--- config.mk ---
export PLATFORM = sky130hd
export DESIGN_NAME = vram_port_arbiter
export DESIGN_NICKNAME = d
export VERILOG_FILES = /design/src/rtl/vram_port_arbiter.sv
export SDC_FILE = /design/constraint.sdc
export NUM_CORES = 1
export LEC_CHECK = 0
export CAP_MARGIN = 10
export CORE_AREA = 5 5 91 110
export CTS_CLUSTER_SIZE = 28
export DETAILED_ROUTE_END_ITERATION = 8
export DIE_AREA = 0 0 96 115
export HOLD_SLACK_MARGIN = 0.02
export PLACE_DENSITY_LB_ADDON = 0.25
export SYNTH_ARGS = -nofsm -noshare
export SYNTH_HDL_FRONTEND = slang
export SYNTH_SLANG_ARGS = --single-unit
--- constraint.sdc ---
create_clock -name axi_aclk -period 1.65 [get_ports axi_aclk]
set_input_delay 0.2475 -clock axi_aclk [delete_from_list [all_inputs] [get_ports axi_aclk]]
set_output_delay 0.2475 -clock axi_aclk [all_outputs]
set_load 0.01 [all_outputs]
--- src/rtl/vram_port_arbiter.sv ---
// Two-requester arbiter for the single text-mode VRAM BRAM port: display reads
// normally win, CPU wins in vblank or after bounded starvation; read data tagged to owner.
module vram_port_arbiter #(
    parameter int ADDR_W     = 10,
    parameter int DATA_W     = 32,
    parameter int STARVE_MAX = 4
) (
    input  logic                  axi_aclk,
    input  logic                  axi_aresetn,
    input  logic                  vblank,
    input  logic                  disp_req,
    input  logic [ADDR_W-1:0]     disp_addr,
    output logic                  disp_gnt,
    output logic                  disp_rvalid,
    output logic [DATA_W-1:0]     disp_rdata,
    output logic                  disp_late,
    input  logic                  cpu_req,
    input  logic                  cpu_we,
    input  logic [DATA_W/8-1:0]   cpu_be,
    input  logic [ADDR_W-1:0]     cpu_addr,
    input  logic [DATA_W-1:0]     cpu_wdata,
    output logic                  cpu_gnt,
    output logic                  cpu_rvalid,
    output logic [DATA_W-1:0]     cpu_rdata,
    output logic                  bram_en,
    output logic [DATA_W/8-1:0]   bram_we,
    output logic [ADDR_W-1:0]     bram_addr,
    output logic [DATA_W-1:0]     bram_wdata,
    input  logic [DATA_W-1:0]     bram_rdata
);

    localparam int BE_W  = DATA_W / 8;
    localparam int CNT_W = $clog2(STARVE_MAX + 1);
    localparam logic [CNT_W-1:0] CNT_MAX = CNT_W'(STARVE_MAX);

    typedef enum logic [1:0] {
        TAG_NONE   = 2'b00,
        TAG_DISP   = 2'b01,
        TAG_CPU_RD = 2'b10
    } tag_t;

    tag_t              tag_r;
    tag_t              tag_next_s;
    logic [CNT_W-1:0]  starve_cnt_r;
    logic              force_cpu_s;
    logic              cpu_win_s;
    logic              disp_win_s;
    logic              disp_late_r;
    logic [DATA_W-1:0] disp_rdata_r;
    logic [DATA_W-1:0] cpu_rdata_r;

    // Grant decision; nothing is granted while reset is held
    always_comb begin
        force_cpu_s = (starve_cnt_r == CNT_MAX);
        cpu_win_s   = 1'b0;
        disp_win_s  = 1'b0;
        if (!axi_aresetn) begin
            cpu_win_s  = 1'b0;
            disp_win_s = 1'b0;
        end else if (cpu_req && (!disp_req || force_cpu_s || vblank)) begin
            cpu_win_s = 1'b1;
        end else if (disp_req) begin
            disp_win_s = 1'b1;
        end else begin
            cpu_win_s  = 1'b0;
            disp_win_s = 1'b0;
        end
    end

    // BRAM port drive and owner tag for the access issued this cycle
    always_comb begin
        bram_en    = 1'b0;
        bram_we    = {BE_W{1'b0}};
        bram_addr  = {ADDR_W{1'b0}};
        bram_wdata = {DATA_W{1'b0}};
        tag_next_s = TAG_NONE;
        if (cpu_win_s) begin
            bram_en    = 1'b1;
            bram_addr  = cpu_addr;
            bram_wdata = cpu_wdata;
            bram_we    = cpu_we ? cpu_be : {BE_W{1'b0}};
            tag_next_s = cpu_we ? TAG_NONE : TAG_CPU_RD;
        end else if (disp_win_s) begin
            bram_en    = 1'b1;
            bram_addr  = disp_addr;
            tag_next_s = TAG_DISP;
        end else begin
            tag_next_s = TAG_NONE;
        end
    end

    assign disp_gnt = disp_win_s;
    assign cpu_gnt  = cpu_win_s;

    // Owner tag pipeline, one entry per cycle
    always_ff @(posedge axi_aclk or negedge axi_aresetn) begin
        if (!axi_aresetn) begin
            tag_r <= TAG_NONE;
        end else begin
            tag_r <= tag_next_s;
        end
    end

    // Starvation counter: counts consecutive CPU denials, saturating
    always_ff @(posedge axi_aclk or negedge axi_aresetn) begin
        if (!axi_aresetn) begin
            starve_cnt_r <= {CNT_W{1'b0}};
        end else if (cpu_req && !cpu_win_s) begin
            if (starve_cnt_r != CNT_MAX) begin
                starve_cnt_r <= starve_cnt_r + {{(CNT_W-1){1'b0}}, 1'b1};
            end else begin
                starve_cnt_r <= starve_cnt_r;
            end
        end else begin
            starve_cnt_r <= {CNT_W{1'b0}};
        end
    end

    // Late flag: the display asked and was refused last cycle
    always_ff @(posedge axi_aclk or negedge axi_aresetn) begin
        if (!axi_aresetn) begin
            disp_late_r <= 1'b0;
        end else begin
            disp_late_r <= disp_req && !disp_win_s;
        end
    end

    // Read data hold registers, refreshed on each returned word
    always_ff @(posedge axi_aclk or negedge axi_aresetn) begin
        if (!axi_aresetn) begin
            disp_rdata_r <= {DATA_W{1'b0}};
            cpu_rdata_r  <= {DATA_W{1'b0}};
        end else begin
            if (tag_r == TAG_DISP) begin
                disp_rdata_r <= bram_rdata;
            end else begin
                disp_rdata_r <= disp_rdata_r;
            end
            if (tag_r == TAG_CPU_RD) begin
                cpu_rdata_r <= bram_rdata;
            end else begin
                cpu_rdata_r <= cpu_rdata_r;
            end
        end
    end

    // BRAM data is only valid in the return cycle, so it bypasses the hold register
    assign disp_rvalid = (tag_r == TAG_DISP);
    assign cpu_rvalid  = (tag_r == TAG_CPU_RD);
    assign disp_rdata  = disp_rvalid ? bram_rdata : disp_rdata_r;
    assign cpu_rdata   = cpu_rvalid ? bram_rdata : cpu_rdata_r;
    assign disp_late   = disp_late_r;

endmodule

# Word level (Yosys, flattened, before mapping)
# Index checks and enable logic that the tools add are counted.
# totals
elab_cells	38
output_inout_bits	116
reg_bits	70
# op_classes
muxes	19
eq_ne	5
reduce_logical	8
addsub	1
# ops
operator	count
two-way mux 32 bit	3
two-way mux 10 bit	2
two-way mux 1 bit	8
two-way mux 4 bit	2
two-way mux 3 bit	2
two-way mux 2 bit	2
adder 3 x 1 -> 3 bit (second input constant)	1
equality test 3 bit (second input constant)	1
logical AND 1 bit	3
logical NOT 1 bit	3
!= test 3 bit (second input constant)	1
equality test 2 x 1 -> 1 bit (second input constant)	1
equality test 2 bit (second input constant)	1
logical OR 1 bit	2
!= test 2 x 1 -> 1 bit (second input constant)	1

# Depth between registers and ports, before layout
# Gate-level depths: netlist (run 1).
# depth
depth_word	9
depth_mapped	6
depth_no_buf	5

# Worst setup path before layout (run 1)
# OpenSTA, ideal clock, no wires.
# synth_timing
kind	reg2out
start	register starve_cnt_r[0]
end	output port bram_addr[0]
t_arrival_ps	1345
required_time_ps	1402
path_slack_ps	57
stages_incl_launch_ff	7
cell_sequence	dfrtp_1 inv_1 ha_1 a21oi_2 a21oi_4 buf_6 a22o_2
# synth_between
elab_chain_cells	8
elab_cells_between_ends	10
cone_classes	eq/ne (1); mux (6); reduce/logical (3)
# synth_lines
item	line	source
from (decl)	44	logic [CNT_W-1:0] starve_cnt_r;
from (signal assigned)	107	starve_cnt_r <= {CNT_W{1'b0}};
from (signal assigned)	110	starve_cnt_r <= starve_cnt_r + {{(CNT_W-1){1'b0}}, 1'b1};
from (signal assigned)	112	starve_cnt_r <= starve_cnt_r;
equality test 3 bit *	54	force_cpu_s = (starve_cnt_r == CNT_MAX);
logical OR 1 bit * (2 in series)	60	end else if (cpu_req && (!disp_req || force_cpu_s || vblank)) begin
logical AND 1 bit *	60	
two-way mux 1 bit	60	
two-way mux 1 bit	57	if (!axi_aresetn) begin
two-way mux 10 bit	83	end else if (disp_win_s) begin
two-way mux 10 bit *	77	if (cpu_win_s) begin
to (decl)	27	output logic [ADDR_W-1:0] bram_addr,
# Every way passes the cells marked *; elsewhere a longest branch is shown, timed or not.

# Worst setup path after layout (run 1)
# layout_timing
start	register starve_cnt_r[0]
end	output port bram_addr[2]
# The elaborated chain is that of the path after synthesis.

==> results.toml, run 1 <==
[outcome]
status = "finished, violations left"
violations = "setup timing"

[critical_path]
cp-startpoint = "starve_cnt_r[0]$_DFFE_PN0P_"
startpoint_type = "flip-flop"
r2r_start = "tag_r[1]$_DFF_PN0_"
required_ns = 1.40
critical_path.max_fanout = 6
critPathArrivalTime_ns = 1.85
path_class = "flip-flop to output pin"
critPathCaptureType = "output pin"

[global_route]
grt_pass1_vias = 3380
grt_pass1_wl_um = 17500
grt_util_all_layers_pct = 21.4
grt_max_degree = 71
grt_antenna_before_repair = 1
grt_overflow = 0

[cts]
clk-insertion-delay-late_ns = 0.34
cts.htree.levels = 3
clk_pin_slew_ns = 0.07
hold_buffers = 0
cts-root-buf = "clkbuf_8"
numCtsBuffers = 9
clock_path_buffers = 2
cts_tree = "yes"
clock_sinks = 70

[final_layout]
synthToLayoutAreaGrowth_pct = 124
stdcell_count = 627
final_nets = 597
fillers = 558
drive_gt1_share_pct = 62.6
postLayoutCellArea_um2 = 6920

[placed_design]
dp_hpwl_um = 7600
port-buffer-count = 209
dp_cells = 550
gp_congestion = 0.862
place_area_um2 = 5410

[timing]
finalHoldViolations = 0
slew-limit-headroom_pct = 42.4
finClkSkew_ns = 0.00553
period_minus_slack_ns = 2.10
fmax_mhz = 477
rsz0062_at_grt = "true"
drv_slew = 0
fin_ws_ns = -0.446
period_share_pct = 127
tightest_slew_ns = 0.864
finalSetupViolCount = 113
setup_tns_ns = -32.04

[routing]
wire_per_inst_um = 19.7
drt-total-wl_um = 12400
vias = 2892
drcViolationCount = 0
first_iter_violations = 49
ant_nets = 0
dr.pass1.iters = 4
via_per_inst = 4.61

[die]
rows = 38
boundaryPins = 210
die_height_um = 115
core_um2 = 8840
dieArea_um2 = 11000
start_util_pct = 35.0
fp.dieW_um = 96

[synthesis]
ys_seq_elements = 70
synth.most_common_cell = "dfrtp_1"
synth-seq-area-share_pct = 56.6
synth_area_leaders = "dfrtp_1 (57%), mux2_2 (23%), and2_1 (6.5%)"
yosysTopAreaCell = "dfrtp_1"
yosys.area.top_type_share_pct = 56.6
syn_area_um2 = 3090
synth_edf_count = 0
yosys_most_used_dff = "dfrtp_1"
yosys_warnings = 0
avgSynthCellArea_um2 = 14.2
ys_types = 24
syn-num-nets = 314
yosys-top-cells-count = "dfrtp_1 (70), mux2_2 (64), and2_1 (32)"
async_flop_share_pct = 100
syn_inst = 218

[power]
p_leak_nw = 3.38
vdd.ir_drop.worst_mv = 0.452
p_per_area_nw_per_um2 = 907
power_mw = 6.27

[min_path]
hp-class = "primary input to asynchronous set/reset pin"

[run]
cap_violations = 0
metrics by stage:
stage	setup WS, ns	hold slack (ns)	utilization, %
3_5_place_dp	-0.534	0.480	61.2
6_report	-0.446	0.147	78.3
4_1_cts	-0.482	0.178	74.6
2_1_floorplan	0.0573	-0.0481	-
5_1_grt	-0.547	0.219	78.3
3_3_place_gp	-0.513	0.477	61.2
what timing repair did:
| action | CTS | global route |
|---|---|---|
| hold endpoints to repair | 0 | 0 |
| buffers inserted | 39 | 18 |
| gates resized for setup | 655 | 77 |
| gates cloned | 11 | 0 |
| pin swaps | 26 | 13 |
| setup endpoints to repair | 115 | 117 |
routing by layer:
| metal | GRT usage, % | vias up | part of all wire (%) |
|---|---|---|---|
| li1 | - | 1321 | - |
| met1 | 20.7 | 1390 | 34 |
| met2 | 40.5 | 156 | 54 |
| met3 | 7.20 | 25 | 8.2 |
| met4 | 8.63 | 0 | 3.1 |
| met5 | 0 | - | 0 |
cell type report:
| type | count | area (µm²) | share of cell area [%] |
|---|---|---|---|
| repair buffers | 286 | 3160 | 45.7 |
| well taps | 120 | 150 | 2.17 |
| multi-input cells | 130 | 1650 | 23.8 |
| flip-flops and latches | 70 | 1750 | 25.3 |
| clock buffers | 14 | 173 | 2.50 |
| inverters | 4 | 15.0 | 0.217 |
| clock inverters | 2 | 15.0 | 0.217 |
| diodes | 1 | 2.50 | 0.0362 |
final timing paths:
path / endpoint / slack, ns / cells after the start
worst min register to register: disp_rdata_r[12]$_DFF_PN0_ / 0.50 / 1
min in group axi_aclk: tag_r[0]$_DFF_PN0_ / 0.32 / 3
worst min-delay path: cpu_rdata_r[16]$_DFF_PN0_ / 0.15 / 2
worst max register to register: disp_rdata_r[20]$_DFF_PN0_ / 0.04 / 7
max in group asynchronous: tag_r[1]$_DFF_PN0_ / 0.89 / 2
worst max-delay path: bram_addr[2] / -0.45 / 8
placed cells by master, fill, tap and decap left out, types with 3 or more instances in the layout:
cell,instances
buf_6,124
inv_2,3
and2_4,20
a22o_4,10
buf_2,13
buf_12,14
dfrtp_1,69
and2_1,12
clkdlybuf4s50_1,92
buf_16,8
buf_4,31
and3_4,3
mux2_4,64
clkbuf_8,12
worst max-delay path, stage by stage, from the launching register on:
cell,delay [ns]
dfrtp_1,0.36
inv_2,0.05
ha_4,0.16
a21oi_4,0.18
a21oi_4,0.11
buf_6,0.16
buf_16,0.13
a22o_4,0.24
buf_6,0.12
flip-flops by register name, indices dropped and copies added (netlist names):
register and cells:
disp_late 1, tag_r 2, starve_cnt_r 3, cpu_rdata_r 32, disp_rdata_r 32
where the power goes:
part           internal, mW  total [mW]  leakage (nW)  switching [mW]
Sequential             2.07        2.19         0.828           0.118
Clock                 0.671        1.28        0.0889           0.611
Combinational          1.80        2.80          2.46           0.998
Total                  4.55        6.27          3.38            1.73
logic make-up after synthesis:
logic type,Yosys count,share of synthesized area (%)
DFF,70,56.6
buffers and inverters,18,4.45
xor gates and xnor gates,1,0.283
muxes,65,23.6
and+or+nand+nor,46,9.14
adders and majority gates,2,0.809
AOI/OAI and AO/OA,16,5.10
Note: power is estimated with default switching activity, not from simulation.
==> inputs of run 2 (changes only) <==
==> constraint.sdc (replaced) <==
create_clock -name axi_aclk -period 1.65 [get_ports axi_aclk]
set_input_delay 0.33 -clock axi_aclk [delete_from_list [all_inputs] [get_ports axi_aclk]]
set_output_delay 0.33 -clock axi_aclk [all_outputs]
set_load 0.01 [all_outputs]
==> run 2 against run 1 <==
Against the previous run:
- largest cell class unchanged
- core utilization down 2.4 points
- the run still ends with setup timing left
- combinational power down 3%
- critical path depth unchanged
- clock power up 6%
- largest power group unchanged
==> results.toml, run 2 (synthesis gave the netlist of run 1 again) <==
[final_layout]
final_cell_mix = "buf_6 (120), clkdlybuf4s50_1 (92), dfrtp_1 (69)"
drive_gt1_share_pct = 60.3
postLayoutCellArea_um2 = 6710
fillers = 573
mostFrequentLayoutCell = "buf_6"
final_nets = 590
multi_input_area_um2 = 1590
num_antenna_cells = 0
seq_area_um2 = 1750
synthToLayoutAreaGrowth_pct = 117
reg_top3 = "cpu_rdata_r x32, disp_rdata_r x32, starve_cnt_r x3"

[global_route]
grt_pass1_vias = 3201
grt_max_degree = 71
grt_overflow = 0
grt_pass1_wl_um = 17000
grt_antenna_before_repair = 2
grt_util_all_layers_pct = 20.8

[timing]
finalSetupViolCount = 114
drv_slew = 0
worst_hold_slack_ns = 0.247
period_minus_slack_ns = 2.18
tightest_slew_ns = 0.873
fin_ws_ns = -0.533
finalHoldViolations = 0
slew-limit-headroom_pct = 41.8
period_share_pct = 132
rsz0062_at_grt = "true"
fmax_mhz = 458
finClkSkew_ns = 0.00777

[placed_design]
gp_congestion = 0.701
place_area_um2 = 5440
dp_hpwl_um = 7710
pre_cts_slack_ns = -0.719
port-buffer-count = 209

[critical_path]
required_ns = 1.32
critical_path.max_fanout = 7
worstRegToRegCells = 8
r2r_setup_slack_ns = 0.05
critPathArrivalTime_ns = 1.85
path_class = "flip-flop to output pin"
r2r_start = "tag_r[0]$_DFF_PN0_"
r2r_end = "disp_rdata_r[22]$_DFF_PN0_"
cp-startpoint = "starve_cnt_r[1]$_DFFE_PN0P_"
startpoint_type = "flip-flop"
critPathCaptureType = "output pin"

[power]
p_leak_nw = 3.30
p_per_area_nw_per_um2 = 936
vdd.ir_drop.worst_mv = 0.481

[die]
start_util_pct = 35.0
boundaryPins = 210
core_um2 = 8840
rows = 38
dieArea_um2 = 11000
die_height_um = 115
fp.dieW_um = 96

[outcome]
status = "finished, violations left"
violations = "setup timing"

[cts]
clock_path_buffers = 2
clock_sinks = 70
clk_pin_slew_ns = 0.07
cts.htree.levels = 3
numCtsBuffers = 9
clk-insertion-delay-late_ns = 0.35
cts-root-buf = "clkbuf_8"
cts_tree = "yes"

[routing]
drt-total-wl_um = 11900
wire_per_inst_um = 19.2
dr.pass1.iters = 4
ant_nets = 0
vias = 2858
via_per_inst = 4.62
drcViolationCount = 0
first_iter_violations = 74

[min_path]
hp-class = "primary input to asynchronous set/reset pin"

[run]
cap_violations = 0
run 2: cell count changes in the layout (fill, tap and decap cells not counted), moves of 4 or more:
cell and delta:
a22o_2 +4, a22o_4 -4, and2_4 -5, buf_12 -4, buf_6 -4, and2_1 +5
buf_2 +8, buf_4 -7
run 2: timing repair:
item / CTS / global route
gates resized for setup: 642 / 66
hold buffers: 0 / 0
cloned: 8 / 2
pin swaps: 12 / 14
hold endpoints to repair: 0 / 0
endpoints found under the setup margin: 115 / 116
setup buffers: 37 / 13
run 2: per-stage QoR:
stage                     util (%)  power [mW]  setup TNS [ns]  instances
final                         75.9        6.28          -42.61        619
after global routing          75.9        6.59          -52.51        619
after CTS                     72.7        6.15          -49.20        609
after detailed placement      61.5        4.23          -50.70        550
after global placement        61.5        4.17          -48.12        550
after floorplan                  -        2.96               0        218
run 2: layout make-up:
class	instances	area share, %
clock inverters	3	0.653
inverters	4	0.261
clock buffers	13	2.22
flip-flops and latches	70	26.1
repair buffers	279	44.8
well taps	120	2.24
multi-input cells	130	23.7
run 2: power breakdown:
part / internal, mW / switching (mW)
sequential: 2.08 / 0.115
combinational: 1.75 / 0.975
clock: 0.742 / 0.616
run 2: how the worst max path moves through the flow:
stage	to	slack [ns]	cells after the start
4_1_cts	bram_addr[6]	-0.60	8
5_1_grt	bram_addr[3]	-0.63	8
2_1_floorplan	bram_addr[0]	0.02	6
3_3_place_gp	bram_addr[6]	-0.69	6
3_5_place_dp	bram_addr[6]	-0.72	6
6_report	bram_addr[3]	-0.53	8
run 2: metal layers:
layer / vias to the layer above / GRT usage (%) / share of wire (%)
li1: 1304 / - / -
met1: 1395 / 22.4 / 37
met2: 144 / 35.7 / 51
met3: 13 / 10.1 / 10
met4: 2 / 6.07 / 1.3
met5: - / 0 / 0.11
run 2: critical path: stages, from the launching register on:
cell,delay (ns)
dfrtp_1,0.36
inv_2,0.05
ha_4,0.16
a21oi_4,0.18
a21oi_4,0.10
buf_6,0.14
buf_12,0.13
a22o_2,0.26
buf_6,0.12
